`src/rtl/accel_pkg.sv`:
```
// accel_pkg: FSM state encoding and SPI frame constants for accel_spi_sampler.
package accel_pkg;
    localparam logic [2:0] S_IDLE     = 3'd0;
    localparam logic [2:0] S_CS_SETUP = 3'd1;
    localparam logic [2:0] S_SHIFT    = 3'd2;
    localparam logic [2:0] S_CS_HOLD  = 3'd3;
    localparam logic [2:0] S_EMIT     = 3'd4;
    localparam logic READ_BIT  = 1'b1;
    localparam logic MULTI_BIT = 1'b0;
    localparam int FRAME_LEN = 16;
endpackage

```
`src/rtl/accel_spi_sampler_if.sv`:
```
// accel_spi_sampler_if: 4-wire SPI bus between the sampler (master) and the accelerometer (slave).
interface accel_spi_sampler_if;
    logic spi_sclk, spi_cs_n, spi_mosi, spi_miso;
    modport master(output spi_sclk, spi_cs_n, spi_mosi, input spi_miso);
    modport slave(input spi_sclk, spi_cs_n, spi_mosi, output spi_miso);
endinterface

```
`src/rtl/sclk_divider.sv`:
```
// sclk_divider: half-period counter; start marks the first and done the last cycle of each CLK_DIV-long phase.
module sclk_divider #(
    parameter int CLK_DIV = 2
) (
    input  logic sys_clock,
    input  logic reset,
    input  logic run,
    output logic start,
    output logic done
);
    logic [7:0] cnt;
    assign start = run && cnt == 8'd0;
    assign done  = run && cnt == 8'(CLK_DIV - 1);
    always_ff @(posedge sys_clock or negedge reset)
        if (!reset) cnt <= '0;
        else cnt <= (!run || done) ? 8'd0 : cnt + 8'd1;
endmodule

```
`src/rtl/accel_spi_sampler.sv`:
```
// accel_spi_sampler: periodic SPI mode-3 read of one accelerometer axis register.
// Define ACCEL_AVG4_EN to emit the floored average of every 4 reads instead of each raw read.
module accel_spi_sampler
    import accel_pkg::*;
#(
    parameter int CLK_DIV = 2,
    parameter int SAMPLE_PERIOD = 1000,
    parameter logic [5:0] REG_ADDR = 6'h32
) (
    input  logic sys_clock,
    input  logic reset,
    input  logic enable,
    accel_spi_sampler_if.master spi,
    output logic o_sync,
    output logic signed [7:0] data,
    output logic busy,
    output logic overrun
);
    localparam int TW = $clog2(SAMPLE_PERIOD);
    localparam logic [15:0] FRAME = {READ_BIT, MULTI_BIT, REG_ADDR, 8'h00};
    logic [2:0] state;
    logic [TW-1:0] timer;
    logic tick, run, start, done, hi;
    logic [3:0] bitn;
    logic [7:0] rx;
    assign tick = timer == TW'(SAMPLE_PERIOD - 1);
    assign busy = state != S_IDLE;
    assign overrun = tick && busy;
    assign run = state == S_CS_SETUP || state == S_SHIFT || state == S_CS_HOLD;
    assign spi.spi_cs_n = !run;
    assign spi.spi_sclk = state != S_SHIFT || hi;
    sclk_divider #(.CLK_DIV(CLK_DIV)) u_div (
        .sys_clock(sys_clock),
        .reset(reset),
        .run(run),
        .start(start),
        .done(done)
    );
    always_ff @(posedge sys_clock or negedge reset)
        if (!reset) timer <= '0;
        else timer <= tick ? '0 : timer + 1'b1;
    always_ff @(posedge sys_clock or negedge reset)
        if (!reset) begin
            state <= S_IDLE;
            hi <= 1'b0;
            bitn <= '0;
            rx <= '0;
            spi.spi_mosi <= 1'b0;
        end else begin
            case (state)
                S_IDLE: if (tick && enable) state <= S_CS_SETUP;
                S_CS_SETUP:
                    if (done) begin
                        state <= S_SHIFT;
                        hi <= 1'b0;
                        bitn <= '0;
                        spi.spi_mosi <= FRAME[15];
                    end
                S_SHIFT: begin
                    // second byte is the sensor reply; capture on the first high cycle of SCLK
                    if (start && hi && bitn[3]) rx <= {rx[6:0], spi.spi_miso};
                    if (done && !hi) hi <= 1'b1;
                    if (done && hi) begin
                        hi <= 1'b0;
                        if (bitn == 4'(FRAME_LEN - 1)) state <= S_CS_HOLD;
                        else begin
                            bitn <= bitn + 4'd1;
                            spi.spi_mosi <= FRAME[4'd14 - bitn];
                        end
                    end
                end
                S_CS_HOLD: if (done) state <= S_EMIT;
                default: state <= S_IDLE;
            endcase
        end
`ifdef ACCEL_AVG4_EN
    logic signed [9:0] acc, sum;
    logic [1:0] n;
    assign sum = acc + {{2{rx[7]}}, rx};
    always_ff @(posedge sys_clock or negedge reset)
        if (!reset) begin
            o_sync <= 1'b0;
            data <= '0;
            acc <= '0;
            n <= '0;
        end else begin
            o_sync <= state == S_EMIT && n == 2'd3;
            if (state == S_EMIT) begin
                n <= n + 2'd1;
                acc <= n == 2'd3 ? '0 : sum;
                if (n == 2'd3) data <= 8'(sum >>> 2);
            end
        end
`else
    always_ff @(posedge sys_clock or negedge reset)
        if (!reset) begin
            o_sync <= 1'b0;
            data <= '0;
        end else begin
            o_sync <= state == S_EMIT;
            if (state == S_EMIT) data <= rx;
        end
`endif
endmodule

```
`src/flat_wrapper.sv`:
```
// flat-port wrapper written by rule: the top's interface ports become plain ports
module accel_spi_sampler_flat import accel_pkg::*;
#(
    parameter int CLK_DIV = 2,
    parameter int SAMPLE_PERIOD = 1000,
    parameter logic [5:0] REG_ADDR = 6'h32
)
  (sys_clock, reset, enable, o_sync, data, busy, overrun, spi_spi_sclk, spi_spi_cs_n, spi_spi_mosi, spi_spi_miso);
  accel_spi_sampler_if spi_i ();
  input  logic sys_clock;
  input  logic reset;
  input  logic enable;
  output logic o_sync;
  output logic signed [7:0] data;
  output logic busy;
  output logic overrun;
  output wire logic [$bits(spi_i.spi_sclk)-1:0] spi_spi_sclk;
  output wire logic [$bits(spi_i.spi_cs_n)-1:0] spi_spi_cs_n;
  output wire logic [$bits(spi_i.spi_mosi)-1:0] spi_spi_mosi;
  input wire logic [$bits(spi_i.spi_miso)-1:0] spi_spi_miso;
  assign spi_spi_sclk = spi_i.spi_sclk;
  assign spi_spi_cs_n = spi_i.spi_cs_n;
  assign spi_spi_mosi = spi_i.spi_mosi;
  assign spi_i.spi_miso = spi_spi_miso;
  accel_spi_sampler #(.CLK_DIV(CLK_DIV), .SAMPLE_PERIOD(SAMPLE_PERIOD), .REG_ADDR(REG_ADDR)) u_core (.sys_clock(sys_clock), .reset(reset), .enable(enable), .spi(spi_i), .o_sync(o_sync), .data(data), .busy(busy), .overrun(overrun));
endmodule
```
`config.mk`:
```
export PLATFORM = sky130hd
export DESIGN_NAME = accel_spi_sampler_flat
export DESIGN_NICKNAME = d
export VERILOG_FILES = /design/src/rtl/accel_pkg.sv /design/src/rtl/accel_spi_sampler_if.sv /design/src/rtl/sclk_divider.sv /design/src/rtl/accel_spi_sampler.sv /design/src/flat_wrapper.sv
export SDC_FILE = /design/constraint.sdc
export NUM_CORES = 1
export LEC_CHECK = 0
export CAP_MARGIN = 30
export CORE_ASPECT_RATIO = 1.4
export CORE_MARGIN = 5
export CORE_UTILIZATION = 65
export DETAILED_ROUTE_END_ITERATION = 10
export DONT_BUFFER_PORTS = 1
export MAX_ROUTING_LAYER = met4
export PLACE_DENSITY = 0.81
export SLEW_MARGIN = 0
export SYNTH_ARGS = -nofsm -noshare
export SYNTH_HDL_FRONTEND = slang
export SYNTH_SLANG_ARGS = --single-unit
```
`constraint.sdc`:
```
create_clock -name sys_clock -period 3.03 [get_ports sys_clock]
set_input_delay 0.909 -clock sys_clock [delete_from_list [all_inputs] [get_ports sys_clock]]
set_output_delay 0.909 -clock sys_clock [all_outputs]
set_load 0.01 [all_outputs]
```
==> reports/metrics.yaml, run 1 <==
synth_edf_count: 0
rr_startpoint: "u_core.u_div.cnt[5]"
dieArea_mm2: 0.004447
postPlaceCellArea_mm2: 0.002105
crit_fanout: 4
drv_cap: 0
synthesis.nets: 195
min_path_type: "in -> async"
crit_path_start_kind: "flip-flop"
die_h_um: 76.93
clock.fmax_mhz: 405.1
use_met3_pct: 5.714
fin_nets: 196
cts_max_level: 2
numCtsBuffers: 5
netlist_area_mm2: 0.002079
synthFlopType: "dfrtp_1"
vias: 1371
grt_setup_unrepaired: "no"
cellInternalPower_mw: 0.8620
status: "finished clean"
use_met1_pct: 22.22
drt_pass1_iterations: 4
finalWorstSetupSlack_ps: 561.2
met2_usage_pct: 32.01
synth-warning-count: 0
p_sw_mw: 0.1982
cts.sinks: 44
drt_iter0_markers: 74
pre_cts_ws_ps: 879.4
dpl.hpwl_um: 2561
fin_tns_setup_ps: 0
cts_tree: "built"
cts_resized: 0
finalCriticalPeriod_ps: 2469
cts-root-buf: "clkbuf_8"
power_mw: 1.060
path_class: "reg -> out"
drive_gt1_share_pct: 15.96
rows: 24
finish.utilization_pct: 71.97
worst_slew_pin_slew_ps: 717.4
routed_via_density: 6.040
clock_power_share_pct: 43.8
area_growth_pct: 7.040
ys_ff_latch: 44
wl_um: 3623
grt_first_pass_wirelength_um: 6658
drc: 0
ant_nets: 0
clk_latency_ps: 290
worstPathArrival_ps: 1560
p_seq_share_pct: 55.9
grt_usage_pct: 19.40
core-area_mm2: 0.003093
port_buffers: 0
p_sw_share_pct: 18.69
critPathRequiredTime_ps: 2120
p_leak_nw: 1.013
grt_max_degree: 45
vdd_ir_drop_max_mv: 0.4563
cp-startpoint: "u_core.timer[0]"
initial_utilization_pct: 67.23
comb_power_share_pct: 0.3
antenna_cells: 0
ys_seq_area_share_pct: 52.95
wl_per_cell_um: 15.96
chipWidth_um: 57.81
grt_busiest_layer: "met2"
skew_ps: 7.744
gp_congestion: 0.8768
cts_setup_buffers: 0
clkTransAtPathRegs_ps: 80
grt-ovfl-total: 0
grt_pass1_vias: 1517
hold_violations: 0
maxSlewViolCount: 0
setup_violations: 0
synthDistinctLibCells: 35
synth-async-reset-ratio_pct: 100.0
ctsHoldBuffers: 0
final_cell_area_mm2: 0.002226
end_kind: "primary output"
clock_path_buffers: 2
postSynthAreaPerCell_um2: 11.18
syn_inst: 186
worstRegToRegCells: 4
antenna_found_initial: 0
fin_crit_sh_pct: 81.48
ios: 18
power_density_mw_per_mm2: 476.3
slew_headroom_pct: 51.81
-- cell families (layout without fill, tap and decap cells) --
group / after synthesis / in the layout / share of synthesized area (%)
AOI/OAI and AO/OA: 16 / 16 / 5.054
muxes: 20 / 20 / 11.07
DFF: 44 / 44 / 52.95
xor gates and xnor gates: 13 / 13 / 5.475
adders and majority gates: 5 / 5 / 3.008
buffers and inverters: 12 / 14 / 2.226
and+or+nand+nor: 76 / 76 / 20.22
-- sequential cells by signal, indices dropped and copies added, names as in the netlist --
name                 flops
u_core.bitn              4
u_core.rx                8
u_core.o_sync            1
u_core.hi                1
u_core.state             3
u_core.timer            10
u_core.u_div.cnt         8
u_core.spi.spi_mosi      1
u_core.data              8
-- per-stage QoR --
| stage | hold WS (ps) | std cells |
|---|---|---|
| final | 298.7 | 227 |
| after global routing | 279.9 | 227 |
| after CTS | 292.0 | 227 |
| after detailed placement | 460.3 | 219 |
| after global placement | 444.6 | 219 |
| after floorplan | 432.9 | 186 |
-- layout by cell type, fill, tap and decap left out, drive strengths merged, types with 3 or more instances in the layout --
cell type	synthesis	routed
nor2	20	20
xor2	8	8
xnor2	5	5
or3	7	7
nor3	5	5
ha	5	5
nand3	15	15
inv	6	6
nand2	9	9
a21oi	3	3
clkbuf	5	6
dfrtp	44	44
mux2	18	18
nand4	3	3
and3	4	4
o21ai	4	4
nor2b	3	3
-- layer usage --
layer  up-vias  part of all wire [%]
met5         -                     0
met4         0                  0.75
met3         4                   3.5
met2        23                    54
met1       695                    42
li1        649                     -
-- cell usage after synthesis (5+ instances only) --
library cell | n | area [um^2]
dfrtp_1 | 44 | 1101
nor2_1 | 20 | 75.07
mux2_2 | 16 | 180.2
nand3_1 | 14 | 70.07
nand2_1 | 9 | 33.78
xor2_1 | 8 | 70.07
or3_1 | 7 | 43.79
inv_1 | 6 | 22.52
clkbuf_1 | 5 | 18.77
ha_1 | 5 | 62.56
nor3_1 | 5 | 25.02
xnor2_1 | 5 | 43.79
-- final timing paths --
| check | slack, ps | end |
|---|---|---|
| setup reg to reg | 1050 | u_core.spi.spi_mosi |
| setup / recovery | 560 | overrun |
| min in group sys_clock | 470 | u_core.timer[0] |
| hold / removal | 300 | u_core.bitn[0] |
| max in group asynchronous | 2640 | u_core.rx[5] |
| hold reg to reg | 470 | u_core.timer[0] |
-- power by group through the flow --
stage          Clock (mW)  Sequential [mW]  Combinational [mW]
2_1_floorplan           0            0.603             0.00300
6_report            0.464            0.593             0.00330
5_1_grt             0.499            0.593             0.00383
3_5_place_dp            0            0.604             0.00339
4_1_cts             0.474            0.593             0.00339
3_3_place_gp            0            0.604             0.00311
-- area by class of cell --
class | instances | area [um^2]
clock buffers | 6 | 82.58
clock inverters | 2 | 38.79
fillers | 219 | 867.1
inverters | 6 | 22.52
multi-input cells | 130 | 932.1
flip-flops and latches | 44 | 1101
well taps | 39 | 48.80
-- worst max-delay path: stages (launching register included) --
cell and delay, ps:
dfrtp_1 380, ha_1 240, nand3b_1 150, nor4_1 490
Power figures use the tool's default switching activity.
==> run 2: changes to the inputs <==
- CORE_UTILIZATION: 65 -> 56
- PLACE_DENSITY: 0.81 -> 0.74
- clock period: 3.03 -> 2.13 ns (I/O delays scaled with it)
==> run 2 against run 1 <==
  * Clock power up 44%
  * Clock skew down 3.2 ps
  * Register-to-register slack worse by 820 ps
  * Sequential power up 42%
  * Non-clock buffer count up 6
  * Power up 43%
  * Via count up 2.6%
==> reports/metrics.yaml, run 2 (synthesized netlist as in run 1, its figures left out) <==
antenna_cells: 0  # unchanged
clock.fmax_mhz: 490.5
setup_violations: 0  # unchanged
rows: 26  # was 24
end_kind: "primary output"  # unchanged
fill_cells: 275  # was 219
chipWidth_um: 61.50  # was 57.81 um
top_register: "u_core.timer"  # unchanged
min_path_type: "in -> async"  # unchanged
drv_cap: 0  # unchanged
ctsHoldBuffers: 0  # unchanged
power_density_mw_per_mm2: 662.0  # was 476.3 mW/mm^2
fin_nets: 202  # was 196
clkTransAtPathRegs_ps: 80  # about the same
postPlaceCellArea_mm2: 0.002138  # was 0.002105 mm^2
vdd_ir_drop_max_mv: 0.6722  # was 0.4563 mV
cts_max_level: 2  # unchanged
worstRegToRegCells: 5  # was 4
crit_path_start_kind: "flip-flop"  # unchanged
initial_utilization_pct: 57.59  # was 67.23%
drt_pass1_iterations: 5  # was 4
final_cell_area_mm2: 0.002288  # was 0.002226 mm^2
dp_cells: 226  # was 219
cpMaxStageDelayCell: "dfrtp_1"  # was nor4_1
cts.sinks: 44  # unchanged
crit_chain: "ha_2 > nand3b_1 > nor4_2 > buf_4"  # was ha_1 > nand3b_1 > nor4_1
wl_um: 3674  # was 3623 um
path_class: "reg -> out"  # unchanged
cp-startpoint: "u_core.timer[0]"  # unchanged
numCtsBuffers: 5  # unchanged
dieArea_mm2: 0.005049  # was 0.004447 mm^2
crit_fanout: 4  # unchanged
p_leak_nw: 1.041  # was 1.013 nW
worstReg2RegEnd: "u_core.bitn[0]"  # was u_core.spi.spi_mosi
antenna_found_initial: 0  # unchanged
regArea_mm2: 0.001101  # unchanged
drc: 0  # unchanged
port_buffers: 0  # unchanged
drt_iter0_markers: 69  # was 74
multiInputGateArea_um2: 945.9  # was 932.1 um^2
r2r_slack_ps: 230  # was 1050 ps
ios: 18  # unchanged
cts_tree: "built"  # unchanged
final_cells: 236  # was 227
clock_path_buffers: 2  # unchanged
grt_usage_pct: 17.61  # was 19.40%
wl_per_cell_um: 15.57  # was 15.96 um
grt_max_degree: 45  # unchanged
grt-ovfl-total: 0  # unchanged
setup.worst_path.end: "overrun"  # unchanged
maxSlewViolCount: 0  # unchanged
hold_violations: 0  # unchanged
largest_reg_flops: 10  # unchanged
dpl.hpwl_um: 2645  # was 2561 um
layout_commonest_cell: "dfrtp_1"  # unchanged
rr_startpoint: "u_core.bitn[0]"  # was u_core.u_div.cnt[5]
fin_crit_sh_pct: 95.72
cts-root-buf: "clkbuf_8"  # unchanged
area_growth_pct: 10.05  # was 7.040%
critPathRequiredTime_ps: 1490  # was 2120 ps
status: "finished clean"  # unchanged
finalCriticalPeriod_ps: 2039
skew_ps: 4.521  # was 7.744 ps
die_h_um: 82.10  # was 76.93 um
slew_headroom_pct: 72.67  # was 51.81%
mostFrequentLayoutCells: "44 x dfrtp_1, 20 x nor2_1, 16 x mux2_2"  # unchanged
grt_pass1_vias: 1415  # was 1,517
grt_first_pass_wirelength_um: 6410  # was 6658 um
worstPathArrival_ps: 1400  # was 1560 ps
drive_gt1_share_pct: 20.10  # was 15.96%
vias: 1407  # was 1,371
core-area_mm2: 0.003611  # was 0.003093 mm^2
routed_via_density: 5.962  # was 6.040
worst_slew_pin_slew_ps: 410.0  # was 717.4 ps
power_mw: 1.515  # was 1.060 mW
whs_ps: 28.10  # was 298.7 ps
critical-path-max-stage-delay_ps: 370  # was 490 ps
gp_congestion: 0.8494  # was 0.8768
ant_nets: 0  # unchanged
clk_latency_ps: 290  # about the same
run 2: cell types whose count changed in the layout (fill, tap and decap cells not counted), sizes merged:
cell and delta:
buf +6
run 2: metrics by stage:
step	utilization (%)	worst slack [ps]	setup TNS [ps]
final	63.37	91.21	0
after global routing	63.37	-17.62	-17.62
after CTS	62.75	18.48	0
after detailed placement	59.22	260.5	0
after global placement	59.22	323.8	0
after floorplan	-	295.5	0
run 2: power by group:
| group | switching, mW | total (mW) | internal [mW] |
|---|---|---|---|
| clock network | 0.284 | 0.667 | 0.383 |
| logic | 0.00127 | 0.00481 | 0.00354 |
| registers | 0.00363 | 0.843 | 0.839 |
run 2: repair_timing:
item | in CTS | in global routing
buffers inserted | 0 | 2
hold endpoints to repair | 0 | 0
endpoints found under the setup margin | 1 | 1
pin swaps | 0 | 0
gates resized for setup | 1 | 2
gates cloned | 0 | 0
run 2: worst min path at each step:
stage	start	end	slack, ps	cells after the start
4_1_cts	reset	u_core.spi.spi_mosi	20	0
5_1_grt	reset	u_core.data[4]	6	0
2_1_floorplan	reset	u_core.bitn[0]	340	0
3_5_place_dp	reset	u_core.spi.spi_mosi	340	0
3_3_place_gp	reset	u_core.bitn[3]	340	0
6_report	reset	u_core.spi.spi_mosi	30	0
run 2: routing by layer:
| metal | up-vias | global-route usage, % | part of all wire (%) |
|---|---|---|---|
| li1 | 663 | - | - |
| met1 | 687 | 21.23 | 40 |
| met2 | 44 | 27.25 | 52 |
| met3 | 13 | 5.599 | 5.3 |
| met4 | 0 | 7.006 | 2.9 |
| met5 | - | - | 0 |
run 2: final cells by class:
type                       count  area share [%]
timing repair buffer           6           1.968
multi-input combinational    130           41.33
clock buffer                   6           3.609
sequential                    44           48.11
clock inverter                 2           1.695
inverter                       6          0.9841
tap                           42           2.296
run 2: worst max-delay path: cells and delay by family (launching register included):
| family | cells | cell delay [ps] |
|---|---|---|
| DFF | 1 | 370 |
| buffers and inverters | 1 | 150 |
| adders and majority gates | 1 | 220 |
| and+or+nand+nor | 2 | 360 |
==> run 3: changes to the inputs <==
- RECOVER_POWER: default -> 100
==> results of run 3 <==
The final DEF is identical to that of run 2; final timing and power are the same.
